## src/rtl/code_display_pkg.sv

```systemverilog
// code_display_pkg: shared types and constants for the code_display block.
//   state_t      : conversion FSM states (IDLE, SHIFT, DONE)
//   DIGITS       : number of display digits
//   BIN_BITS     : width of the binary shift-in register (covers 0..9999)
//   MAX_VALUE    : largest value shown; anything above shows dashes
//   SEG_BLANK    : all segments off (active-low)
//   SEG_DASH     : only segment g lit (active-low)
//   bcd_adjust() : double-dabble "add 3 to every nibble >= 5" step
package code_display_pkg;

  typedef enum logic [1:0] {
    IDLE  = 2'd0,
    SHIFT = 2'd1,
    DONE  = 2'd2
  } state_t;

  localparam int DIGITS    = 4;
  localparam int BIN_BITS  = 14;
  localparam int MAX_VALUE = 9999;

  localparam logic [7:0] SEG_BLANK = 8'hFF;
  localparam logic [7:0] SEG_DASH  = 8'hBF;

  function automatic logic [15:0] bcd_adjust(input logic [15:0] bcd);
    logic [15:0] res;
    res = bcd;
    for (int i = 0; i < DIGITS; i++) begin
      if (bcd[i*4 +: 4] >= 4'd5) res[i*4 +: 4] = bcd[i*4 +: 4] + 4'd3;
    end
    return res;
  endfunction

endpackage

```

## src/rtl/code_display_if.sv

```systemverilog
// code_display_if: board-facing signal bundle of the code_display block.
//   code      : 32-bit value to display (driven by the CPU data memory)
//   an        : active-low digit enables, an[0] = least significant digit
//   seg       : active-low cathodes, seg[6:0] = gfedcba, seg[7] = dp (always 1)
//   value_bcd : committed BCD value, 16'hFFFF = overflow
//   busy      : conversion in progress
//   state     : debug view of the conversion FSM
// Handshake: there is no valid/ready pair. code is a level that is compared
// against the last captured value whenever the FSM is idle; any difference
// starts a conversion, and changes while busy are picked up afterwards.
interface code_display_if;
  import code_display_pkg::*;

  logic [31:0] code;
  logic [3:0]  an;
  logic [7:0]  seg;
  logic [15:0] value_bcd;
  logic        busy;
  state_t      state;

  modport master (
    output code,
    input  an, seg, value_bcd, busy, state
  );

  modport slave (
    input  code,
    output an, seg, value_bcd, busy, state
  );

endinterface

```

## src/rtl/code_display_seg7_decode.sv

```systemverilog
// seg7_decode: combinational nibble to active-low seven-segment pattern.
//   nibble : BCD digit 0..9, or F for the overflow dash
//   blank  : force all segments off
//   seg    : {dp, g, f, e, d, c, b, a}, active-low, dp always off
// Nibbles A..E never occur in committed values and are shown blank.
module seg7_decode
  import code_display_pkg::*;
(
  input  logic [3:0] nibble,
  input  logic       blank,
  output logic [7:0] seg
);

  always_comb begin
    seg = SEG_BLANK;
    if (!blank) begin
      case (nibble)
        4'h0:    seg = 8'hC0;
        4'h1:    seg = 8'hF9;
        4'h2:    seg = 8'hA4;
        4'h3:    seg = 8'hB0;
        4'h4:    seg = 8'h99;
        4'h5:    seg = 8'h92;
        4'h6:    seg = 8'h82;
        4'h7:    seg = 8'hF8;
        4'h8:    seg = 8'h80;
        4'h9:    seg = 8'h90;
        4'hF:    seg = SEG_DASH;
        default: seg = SEG_BLANK;
      endcase
    end
  end

endmodule

```

## src/rtl/code_display.sv

```systemverilog
// code_display: converts the 32-bit code word to four BCD digits with a
// sequential double-dabble engine and drives a multiplexed, active-low,
// 4-digit seven-segment display.
//   clk   : system clock, rising edge
//   reset : asynchronous, active-low reset
//   bus   : code_display_if.slave (code in; an, seg, value_bcd, busy, state out)
// Parameter SCAN_DIV (>= 2): clocks per digit slot.
// Build option: define CODE_DISPLAY_LZB_EN for leading-zero blanking of
// digits 3..1 (digit 0 and overflow dashes are never blanked).
module code_display
  import code_display_pkg::*;
#(
  parameter int SCAN_DIV = 100000
) (
  input  logic           clk,
  input  logic           reset,
  code_display_if.slave  bus
);

  localparam int DIV_W = (SCAN_DIV > 2) ? $clog2(SCAN_DIV) : 1;

  // Conversion engine state
  state_t                state_q;
  logic [31:0]           captured;
  logic [BIN_BITS-1:0]   bin;
  logic [15:0]           bcd;
  logic [3:0]            iter;
  logic [15:0]           value_bcd_q;
  logic                  busy_q;
  logic [15:0]           bcd_adj;

  assign bcd_adj = bcd_adjust(bcd);

  // Only captured[13:0] is shifted; values above MAX_VALUE are replaced by
  // dashes at commit using the full 32-bit compare, so truncation is harmless.
  always_ff @(posedge clk or negedge reset) begin
    if (!reset) begin
      state_q     <= IDLE;
      captured    <= '0;
      bin         <= '0;
      bcd         <= '0;
      iter        <= '0;
      value_bcd_q <= '0;
      busy_q      <= 1'b0;
    end else begin
      case (state_q)
        IDLE: begin
          if (bus.code != captured) begin
            captured <= bus.code;
            bin      <= bus.code[BIN_BITS-1:0];
            bcd      <= '0;
            iter     <= '0;
            busy_q   <= 1'b1;
            state_q  <= SHIFT;
          end
        end
        SHIFT: begin
          bcd  <= {bcd_adj[14:0], bin[BIN_BITS-1]};
          bin  <= {bin[BIN_BITS-2:0], 1'b0};
          iter <= iter + 4'd1;
          if (iter == 4'(BIN_BITS - 1)) state_q <= DONE;
        end
        DONE: begin
          value_bcd_q <= (captured > 32'(MAX_VALUE)) ? 16'hFFFF : bcd;
          busy_q      <= 1'b0;
          state_q     <= IDLE;
        end
        default: state_q <= IDLE;
      endcase
    end
  end

  // Display scan
  logic [DIV_W-1:0] div_q;
  logic [1:0]       idx_q;
  logic [3:0]       an_q;
  logic [7:0]       seg_q;
  logic [3:0]       nibble;
  logic             blank;
  logic [7:0]       seg_next;

  assign nibble = value_bcd_q[{idx_q, 2'b00} +: 4];

`ifdef CODE_DISPLAY_LZB_EN
  // A digit is blanked when it and every more significant digit are zero.
  // FFFF is nonzero, so dashes are never blanked.
  always_comb begin
    blank = 1'b0;
    case (idx_q)
      2'd1:    blank = (value_bcd_q[15:4]  == 12'h000);
      2'd2:    blank = (value_bcd_q[15:8]  == 8'h00);
      2'd3:    blank = (value_bcd_q[15:12] == 4'h0);
      default: blank = 1'b0;
    endcase
  end
`else
  assign blank = 1'b0;
`endif

  seg7_decode u_seg7_decode (
    .nibble (nibble),
    .blank  (blank),
    .seg    (seg_next)
  );

  // an/seg are registered from the current index, so they lag it by a clock.
  always_ff @(posedge clk or negedge reset) begin
    if (!reset) begin
      div_q <= '0;
      idx_q <= '0;
      an_q  <= 4'b1111;
      seg_q <= SEG_BLANK;
    end else begin
      if (div_q == DIV_W'(SCAN_DIV - 1)) begin
        div_q <= '0;
        idx_q <= idx_q + 2'd1;
      end else begin
        div_q <= div_q + 1'b1;
      end
      an_q  <= ~(4'b0001 << idx_q);
      seg_q <= seg_next;
    end
  end

  assign bus.an        = an_q;
  assign bus.seg       = seg_q;
  assign bus.value_bcd = value_bcd_q;
  assign bus.busy      = busy_q;
  assign bus.state     = state_q;

endmodule

```

## src/flat_wrapper.sv

```systemverilog
// flat-port wrapper written by rule: the top's interface ports become plain ports
module code_display_flat import code_display_pkg::*;
#(
  parameter int SCAN_DIV = 100000
)
  (clk, reset, bus_code, bus_an, bus_seg, bus_value_bcd, bus_busy, bus_state);
  code_display_if bus_i ();
  input  logic clk;
  input  logic reset;
  input wire logic [$bits(bus_i.code)-1:0] bus_code;
  output wire logic [$bits(bus_i.an)-1:0] bus_an;
  output wire logic [$bits(bus_i.seg)-1:0] bus_seg;
  output wire logic [$bits(bus_i.value_bcd)-1:0] bus_value_bcd;
  output wire logic [$bits(bus_i.busy)-1:0] bus_busy;
  output wire logic [$bits(bus_i.state)-1:0] bus_state;
  assign bus_i.code = bus_code;
  assign bus_an = bus_i.an;
  assign bus_seg = bus_i.seg;
  assign bus_value_bcd = bus_i.value_bcd;
  assign bus_busy = bus_i.busy;
  assign bus_state = bus_i.state;
  code_display #(.SCAN_DIV(SCAN_DIV)) u_core (.clk(clk), .reset(reset), .bus(bus_i));
endmodule
```

## config.mk

```make
export PLATFORM = sky130hd
export DESIGN_NAME = code_display_flat
export DESIGN_NICKNAME = d
export VERILOG_FILES = /design/src/rtl/code_display_pkg.sv /design/src/rtl/code_display_if.sv /design/src/rtl/code_display_seg7_decode.sv /design/src/rtl/code_display.sv /design/src/flat_wrapper.sv
export SDC_FILE = /design/constraint.sdc
export NUM_CORES = 1
export LEC_CHECK = 0
export CAP_MARGIN = 20
export CORE_MARGIN = 4
export CORE_UTILIZATION = 51
export CTS_CLUSTER_DIAMETER = 80
export CTS_CLUSTER_SIZE = 30
export DETAILED_ROUTE_END_ITERATION = 16
export PLACE_DENSITY = 0.77
export SETUP_SLACK_MARGIN = 0.5
export SYNTH_ARGS = -nofsm -noshare
export SYNTH_HDL_FRONTEND = slang
export SYNTH_HIERARCHICAL = 1
export SYNTH_SLANG_ARGS = --single-unit
export TNS_END_PERCENT = 10
```

## constraint.sdc

```tcl
create_clock -name clk -period 2.1 [get_ports clk]
set_input_delay 0.21 -clock clk [delete_from_list [all_inputs] [get_ports clk]]
set_output_delay 0.21 -clock clk [all_outputs]
set_load 0.01 [all_outputs]
```

==> results.cfg, run 1 <==
[setup_path]
crit_fanout = 6
r2r_setup_slack_ps = -50
ff2ff_path_depth = 7
crit_required_ps = 2500
crit_path_end_kind = register
critPathKind = register to register
cp.arrival_ps = 2550
worstSetupStartpointType = register

[sta]
fin_skew_ps = 9.17
rsz0062_at_grt = yes
max_freq_ghz = 0.466
hold_viol = 0
finalMaxSlewViolations = 0
layout_setup_ws_ps = -46.8
max_slew_margin = 0.642
fin_crit_ps = 2150
tightest_slew_ps = 538
tns_ps = -748
setup_viol = 28
period_share = 1.02

[cells_and_area]
fillCellCount = 665
drive_above_1_share = 0.281
area_growth_pct = 38.8
fin_util = 0.739
fin_nets = 648
antennaDiodeCount = 0
fin_cells = 742

[clocking]
clkTransAtPathRegs_ps = 60
clock_latency_ps = 520
clock_sinks = 116
cts_tree = done
cts_buffer_depth = 2
cts_root_buf = clkbuf_8
ctsHtreeMaxLevel = 4
cts_inserted_buffers = 17

[route]
drt_wl_total_um = 13700
wire_per_inst_um = 18.4
viasPerCell = 5.62
via_count = 4171
drc = 0
drtIter0Drc = 268
detail-route-antenna-nets = 0
dr.pass1.iters = 5

[die]
start_util = 0.532
coreArea_um2 = 10500
die_y_um = 113
die_area_um2 = 12700
boundaryPins = 65
die_w_um = 113
rows = 37

[synth]
synth-seq-cells = 116
yosysWarnings = 6
ys.flop_type = dfrtp_1
synth_edf_count = 0
synth.top_cell.area_share = 0.465
synth.yosys.seq_area_share = 0.521
synth_area_um2 = 5600
syn_inst = 481
synthArstFlopShare = 1.00
yosysTopAreaCell = dfrtp_1
synth_cell_types = 44
avgSynthCellArea_um2 = 11.6
synth_area_leaders = dfrtp_1 (47%), mux2_2 (6.8%), xor2_1 (6.7%), dfstp_2 (5.6%), ha_1 (4.7%)
yosysMostFrequentCell = dfrtp_1
synth.top_cells.by_count = dfrtp_1 (104), xor2_1 (43), mux2_2 (34), nand2_1 (26), nor2_1 (25)

[worst_hold_path]
hp-class = input pin to async pin

[grt]
grt_pass1_wl_um = 21300
first_global_vias = 4335
grt_overflow = 0
grt_util_all_layers = 0.210
antenna_found_initial = 0
grt_start_max_net_pins = 41

[outcome]
violations = setup timing
status = finished, violations left

[place]
placed_cells = 705
portBuffers = 64
preCtsSetupSlack_ps = -332
gp_congestion = 0.823
place_hpwl_um = 8850

[power]
leakage_nw = 3.25
power_density_nw_per_um2 = 1160
ir_drop_uv = 789

[job]
maxCapViolations = 0
==> area by class of cell <==
| cell class | instances | area, um2 | share of cell area |
|---|---|---|---|
| Clock inverter | 14 | 209 | 0.0269 |
| Timing Repair Buffer | 106 | 1120 | 0.144 |
| Multi-Input combinational cell | 331 | 2840 | 0.365 |
| Sequential cell | 116 | 2920 | 0.376 |
| Tap cell | 136 | 170 | 0.0219 |
| Inverter | 21 | 81.3 | 0.0105 |
| Clock buffer | 18 | 428 | 0.0551 |
==> critical path, cell delays in order, from the launching register on <==
cell     delay (ps)
dfrtp_1         400
xor2_1          190
nor4_2          300
buf_4           160
nand4_1         180
o21ai_2         310
buf_6           190
mux2_4          300
==> cell usage in the layout (no fill, tap or decap), drive strengths merged, types with 16 or more instances in the layout <==
cell type and instances:
dfrtp 104, xor2 43, buf 42, mux2 34, clkdlybuf4s50 33, dlymetal6s2s 30, nand2 26, nor2 25
inv 21, ha 21, clkbuf 18, o22a 16
==> path summary, 6_finish.rpt <==
kind                                                   endpoint                            start
min in group clk                u_core/captured[19]$_DFFE_PN0P_                     bus_code[19]
hold / removal             u_core/bus.value_bcd[11]$_DFFE_PN0P_                            reset
hold reg to reg                       u_core/div_q[0]$_DFF_PN0_        u_core/div_q[0]$_DFF_PN0_
setup / recovery                 u_core/captured[1]$_DFFE_PN0P_  u_core/captured[24]$_DFFE_PN0P_
setup reg to reg                 u_core/captured[1]$_DFFE_PN0P_  u_core/captured[24]$_DFFE_PN0P_
max in group asynchronous           u_core/bus.seg[2]$_DFF_PN1_                            reset
==> metal layers <==
| layer | vias to the layer above | global-route usage | wire length, um |
|---|---|---|---|
| met5 | - | 0 | 0 |
| met4 | 0 | 0.0625 | 171 |
| met3 | 15 | 0.0529 | 636 |
| met2 | 97 | 0.352 | 7350 |
| met1 | 2123 | 0.269 | 5500 |
| li1 | 1936 | - | - |
==> metrics by stage <==
| stage | hold WS (ps) | cell area, um2 | power, mW |
|---|---|---|---|
| floorplan | -85.6 | 5690 | 4.83 |
| global placement | 224 | 6680 | 5.40 |
| detailed placement | 229 | 6680 | 5.55 |
| CTS | 232 | 7380 | 8.72 |
| global route | 255 | 7760 | 9.43 |
| finish | 222 | 7760 | 8.99 |
==> registers in the layout, indices dropped and copies added, names as in the netlist <==
signal                flops
u_core/bus.seg            8
u_core/bin               14
u_core/bus.state          2
u_core/bus.busy           1
u_core/captured          32
u_core/bus.value_bcd     16
u_core/idx_q              2
u_core/bcd               16
u_core/iter               4
u_core/bus.an             4
u_core/div_q             17
==> report_power, final <==
part	switching (mW)	internal [mW]
registers	0.547	2.79
clock network	1.01	2.07
logic	1.19	1.39
total	2.74	6.24
==> kinds of logic (layout without fill, tap and decap cells) <==
family / after synthesis / in the layout / synth area share
and+or+nand+nor: 125 / 125 / 0.119
other: 2 / 9 / 0.00134
buffers and inverters: 41 / 159 / 0.0311
AOI/OAI and AO/OA: 82 / 82 / 0.108
DFF: 116 / 116 / 0.521
xor gates and xnor gates: 56 / 56 / 0.0877
muxes: 38 / 38 / 0.0845
adders and majority gates: 21 / 21 / 0.0470
==> timing repair <==
| item | in CTS | in global routing |
|---|---|---|
| cloned | 1 | 0 |
| endpoints found under the setup margin | 133 | 134 |
| buffers inserted | 1 | 2 |
| hold buffers | 1 | 0 |
| gates resized for setup | 9 | 103 |
| endpoints found under the hold margin | 32 | 0 |
| pin swaps | 3 | 41 |
Note: power is estimated with default switching activity, not from simulation.
==> run 2: changes to the inputs <==
--- a/config.mk
+++ b/config.mk
@@ -7,11 +7,10 @@
 export LEC_CHECK = 0
 export CAP_MARGIN = 20
 export CORE_MARGIN = 4
-export CORE_UTILIZATION = 51
+export CORE_UTILIZATION = 33
 export CTS_CLUSTER_DIAMETER = 80
 export CTS_CLUSTER_SIZE = 30
 export DETAILED_ROUTE_END_ITERATION = 16
-export PLACE_DENSITY = 0.77
 export SETUP_SLACK_MARGIN = 0.5
 export SYNTH_ARGS = -nofsm -noshare
 export SYNTH_HDL_FRONTEND = slang
==> run 2 against run 1 <==
  * The run now ends clean
  * Sequential share of layout area is 0.87 points higher
  * Routed wire length is 5.2% lower
  * Final area shrank 2.4%
  * Setup slack improved by 93 ps
  * Clock power is 5% lower
  * Sequential power grew 1%
  * Clock-buffer cell count rose by 1
  * Cell count grew 11%
==> results.cfg, run 2 (synthesized netlist as in run 1, its figures left out) <==
[route]
via_count = 4031
dr.pass1.iters = 4
drtIter0Drc = 182
viasPerCell = 4.90
drc = 0
drt_wl_total_um = 12900
wire_per_inst_um = 15.7
detail-route-antenna-nets = 0

[sta]
tightest_slew_ps = 657
finalMaxSlewViolations = 0
hold_viol = 0
layout_setup_ws_ps = 46.1
fin_skew_ps = 15.6
max_slew_margin = 0.562
setup_viol = 0
period_share = 0.978
fin_crit_ps = 2050
rsz0062_at_grt = yes
hold_slack_ps = 396
max_freq_ghz = 0.487

[die]
start_util = 0.337
die_w_um = 138
die_area_um2 = 19100
die_y_um = 138
coreArea_um2 = 16600
rows = 47
boundaryPins = 65

[power]
power_density_nw_per_um2 = 1160
leakage_nw = 3.15
ir_drop_uv = 672
power_switching_share = 0.315
p_seq_frac = 0.384
p_int_mw = 6.01
p_comb_frac = 0.281
clkPwrFrac = 0.335
power.switching_mw = 2.77

[cells_and_area]
final_cell_mix = dfrtp_1 (104), clkdlybuf4s50_1 (63), xor2_1 (43)
regMostFlops = u_core/captured
largest_reg_flops = 32
fin_nets = 644
drive_above_1_share = 0.241
area_growth_pct = 35.5
top_regs = u_core/captured (32), u_core/div_q (17)
regArea_um2 = 2920
layout_commonest_cell = dfrtp_1
fillCellCount = 1545
multi_input_area_um2 = 2710
antennaDiodeCount = 0

[setup_path]
cp.arrival_ps = 2350
crit_fanout = 21
ff2ff_path_depth = 6
critPathKind = register to register
worstSetupStartpointType = register
crit_required_ps = 2390
crit_path_end_kind = register

[grt]
grt_util_all_layers = 0.139
grt_pass1_wl_um = 21300
grt_overflow = 0
antenna_found_initial = 0
first_global_vias = 4176
grt_start_max_net_pins = 117

[worst_hold_path]
hp-class = input pin to async pin

[clocking]
cts_tree = done
cts_inserted_buffers = 17
clkTransAtPathRegs_ps = 50
post_cts_buffers = 0
cts_buffer_depth = 2
clock_latency_ps = 420
cts_root_buf = clkbuf_16
clock_sinks = 116
ctsHtreeMaxLevel = 4

[place]
portBuffers = 64
place_hpwl_um = 9060
preCtsSetupSlack_ps = -346
gp_congestion = 0.823

[outcome]
status = finished, final reports clean

[job]
maxCapViolations = 0
[run 2: changes by cell type in the layout (fill, tap and decap cells not counted), moves of 3 or more]
cell | before | now
mux2_2 | 21 | 27
nor4_1 | 9 | 5
mux2_4 | 13 | 7
nor2_4 | 10 | 0
buf_6 | 8 | 2
dlymetal6s2s_1 | 30 | 0
nor2_1 | 15 | 25
ha_4 | 4 | 0
ha_1 | 16 | 20
nor4_4 | 0 | 3
clkdlybuf4s50_1 | 33 | 63
[run 2: final timing paths]
| path | startpoint | endpoint | slack [ps] |
|---|---|---|---|
| max in group asynchronous | reset | u_core/bcd[8]$_DFFE_PN0P_ | 1170 |
| hold / removal | reset | u_core/captured[0]$_DFFE_PN0P_ | 400 |
| setup reg to reg | u_core/captured[5]$_DFFE_PN0P_ | u_core/bin[3]$_DFFE_PN0P_ | 50 |
| hold reg to reg | u_core/div_q[0]$_DFF_PN0_ | u_core/div_q[0]$_DFF_PN0_ | 490 |
| min in group clk | bus_code[14] | u_core/captured[14]$_DFFE_PN0P_ | 460 |
| setup / recovery | u_core/captured[5]$_DFFE_PN0P_ | u_core/bin[3]$_DFFE_PN0P_ | 50 |
[run 2: power groups by stage]
| stage | logic, mW | registers [mW] | clock network, mW |
|---|---|---|---|
| 6_report | 2.47 | 3.37 | 2.94 |
| 5_1_grt | 2.72 | 3.45 | 3.11 |
| 4_1_cts | 2.34 | 3.30 | 3.01 |
| 3_5_place_dp | 2.30 | 3.33 | 0 |
| 3_3_place_gp | 2.21 | 3.30 | 0 |
| 2_1_floorplan | 1.63 | 3.20 | 0 |
[run 2: worst max-delay path, cell delays in order (launching register included)]
cell and delay (ps):
dfrtp_1 430, xor2_1 170, nor4_2 340, nand4_1 220, o21a_2 280, buf_12 170, a221o_1 320
[run 2: repair_timing]
item / CTS / global route
hold buffers: 1 / 0
endpoints found under the hold margin: 104 / 0
resized for setup: 3 / 29
endpoints found under the setup margin: 120 / 133
pin swaps: 0 / 7
[run 2: cell type report]
class                      count  area share
sequential                   116       0.385
multi-input combinational    331       0.358
timing repair buffer         102       0.131
clock buffer                  19      0.0584
tap                          220      0.0363
clock inverter                13      0.0211
inverter                      21      0.0104
[run 2: through the flow]
step                utilization  TNS [ps]  instances  total power [mW]  instance area (um2)
finish                    0.457         0        822              8.78                 7580
global route              0.457      -229        822              9.29                 7580
detailed placement        0.411    -18670        789              5.62                 6810
CTS                       0.449         0        822              8.65                 7440
global placement          0.411    -17160        789              5.51                 6810
floorplan                     -         0        488              4.83                 5690
[run 2: per-layer routing]
metal / vias up / GRT usage / wire (um)
li1: 1927 / - / -
met1: 2000 / 0.174 / 5830
met2: 89 / 0.223 / 6430
met3: 15 / 0.0480 / 473
met4: 0 / 0.0530 / 204
met5: - / 0 / 0
==> run 3: changes to the inputs <==
--- a/config.mk
+++ b/config.mk
@@ -7,7 +7,7 @@
 export LEC_CHECK = 0
 export CAP_MARGIN = 20
 export CORE_MARGIN = 4
-export CORE_UTILIZATION = 33
+export CORE_UTILIZATION = 35
 export CTS_CLUSTER_DIAMETER = 80
 export CTS_CLUSTER_SIZE = 30
 export DETAILED_ROUTE_END_ITERATION = 16
==> run 3 against run 2 <==
  * The flow now finishes with violations (setup timing)
  * Critical path depth increased by 1
  * Register-to-register slack got worse by 70 ps
  * Maximum frequency down 3.5%
  * Sequential share of layout area fell by 0.86 points
  * Combinational power shrank 2%
  * First-iteration DRC count increased by 38%
  * Critical path type unchanged
  * Critical endpoint unchanged
  * Highest routed layer unchanged
==> results.cfg, run 3 (synthesized netlist as in run 1, its figures left out) <==
[setup_path]
slowest_stage = dfrtp_1
crit_fanout = 25
crit_path_end_kind = register
critPathKind = register to register
crit_required_ps = 2390
cp.arrival_ps = 2410
slowest_delay_ps = 390
worstSetupStartpointType = register
worstPathCellList = xor2_1 > nor4_2 > buf_4 > nand4_1 > o21a_2 > buf_12 > a221o_1
path_buf_inv = 2
crit_family = compound AO/OA/AOI/OAI gates

[die]
boundaryPins = 65
coreArea_um2 = 15400
die_y_um = 134
die_w_um = 134
start_util = 0.363
rows = 45
die_area_um2 = 18100

[clocking]
cts_root_buf = clkbuf_16
ctsHtreeMaxLevel = 4
cts_inserted_buffers = 17
clkTransAtPathRegs_ps = 50
cts_buffer_depth = 2
clock_latency_ps = 410
post_cts_buffers = 0
cts_tree = done
clock_sinks = 116

[cells_and_area]
top_regs = u_core/captured (32), u_core/div_q (17)
largest_reg_flops = 32
drive_above_1_share = 0.266
regMostFlops = u_core/captured
area_growth_pct = 38.7
fin_util = 0.503
layout_commonest_cell = dfrtp_1
fin_nets = 648
antennaDiodeCount = 0
fillCellCount = 1366
final_cell_mix = dfrtp_1 (102), xor2_1 (43), clkdlybuf4s50_1 (40)

[grt]
antenna_found_initial = 0
grt_util_all_layers = 0.150
first_global_vias = 4152
grt_overflow = 0
grt_pass1_wl_um = 21200
grt_start_max_net_pins = 56

[power]
ir_drop_uv = 670
power_density_nw_per_um2 = 1110
leakage_nw = 3.21
power_mw = 8.59

[job]
maxCapViolations = 0

[sta]
rsz0062_at_grt = yes
hold_viol = 0
setup_viol = 10
hold_slack_ps = 256
finalMaxSlewViolations = 0
fin_crit_ps = 2130
period_share = 1.01
layout_setup_ws_ps = -27.9
max_freq_ghz = 0.470
fin_skew_ps = 9.41

[route]
drc = 0
detail-route-antenna-nets = 0
drt_wl_total_um = 13100
viasPerCell = 4.94
via_count = 4033
drtIter0Drc = 251
wire_per_inst_um = 16.0
dr.pass1.iters = 4

[place]
place_hpwl_um = 9180
portBuffers = 64
gp_congestion = 0.807

[outcome]
status = finished, violations left
violations = setup timing

[worst_hold_path]
hp-class = input pin to async pin
==> run 3: cell count changes in the layout (fill, tap and decap cells not counted), moves of 4 or more <==
cell | previous run | this run
mux2_4 | 7 | 12
nor2_1 | 25 | 16
o21ai_1 | 1 | 5
dlymetal6s2s_1 | 0 | 23
ha_4 | 0 | 4
clkbuf_1 | 1 | 7
nor2_4 | 0 | 8
clkdlybuf4s50_1 | 63 | 40
mux2_2 | 27 | 22
clkinvlp_4 | 5 | 0
==> run 3: cell type report <==
| class | instances | area [um2] | share of cell area |
|---|---|---|---|
| flip-flops and latches | 116 | 2920 | 0.376 |
| multi-input cells | 331 | 2840 | 0.366 |
| repair buffers | 106 | 1080 | 0.139 |
| clock buffers | 28 | 507 | 0.0653 |
| well taps | 211 | 264 | 0.0340 |
| inverters | 21 | 83.8 | 0.0108 |
| clock inverters | 4 | 70.1 | 0.00903 |
==> run 3: worst paths after layout <==
check                                           startpoint                               to  slack [ps]  depth (start not counted)
setup / recovery           u_core/captured[15]$_DFFE_PN0P_        u_core/bin[3]$_DFFE_PN0P_         -30                          7
hold / removal                                       reset        u_core/bcd[4]$_DFFE_PN0P_         260                          2
setup reg to reg           u_core/captured[15]$_DFFE_PN0P_        u_core/bin[3]$_DFFE_PN0P_         -30                          7
hold reg to reg                 u_core/bin[13]$_DFFE_PN0P_        u_core/bcd[0]$_DFFE_PN0P_         490                          2
max in group asynchronous                            reset       u_core/bus.an[0]$_DFF_PN1_        1160                          3
min in group clk                              bus_code[25]  u_core/captured[25]$_DFFE_PN0P_         460                          2
==> run 3: worst register-to-register path, delay by kind of cell, from the launching register on <==
kind            cells  cell delay, ps
compound gates      2             630
simple gates        2             470
flops               1             390
buf+inv             2             340
xor+xnor            1             170
==> run 3: repair_timing <==
| item | in CTS | in global routing |
|---|---|---|
| hold endpoints to repair | 19 | 0 |
| setup endpoints to repair | 119 | 127 |
| pin swaps | 0 | 34 |
| resized for setup | 6 | 92 |
| hold buffers | 1 | 0 |
==> run 3: power by group <==
group | internal [mW] | switching [mW]
Sequential | 2.79 | 0.561
Clock | 1.87 | 0.954
Combinational | 1.32 | 1.09
==> run 3: per-stage QoR <==
step / setup TNS [ps] / area [um2] / std cells / setup slack (ps)
after floorplan: 0 / 5690 / 488 / 220
after global routing: -2250 / 7760 / 817 / -96.4
after CTS: 0 / 7430 / 817 / 13.0
final: -142 / 7760 / 817 / -27.9
after global placement: -19370 / 6800 / 784 / -398
after detailed placement: -22490 / 6800 / 784 / -447
==> run 3: metal layers <==
layer	vias up	wire (um)	GRT usage
met5	-	0	0
met4	0	160	0.0526
met3	14	613	0.0390
met2	101	6410	0.235
met1	1984	5890	0.201
li1	1934	-	-
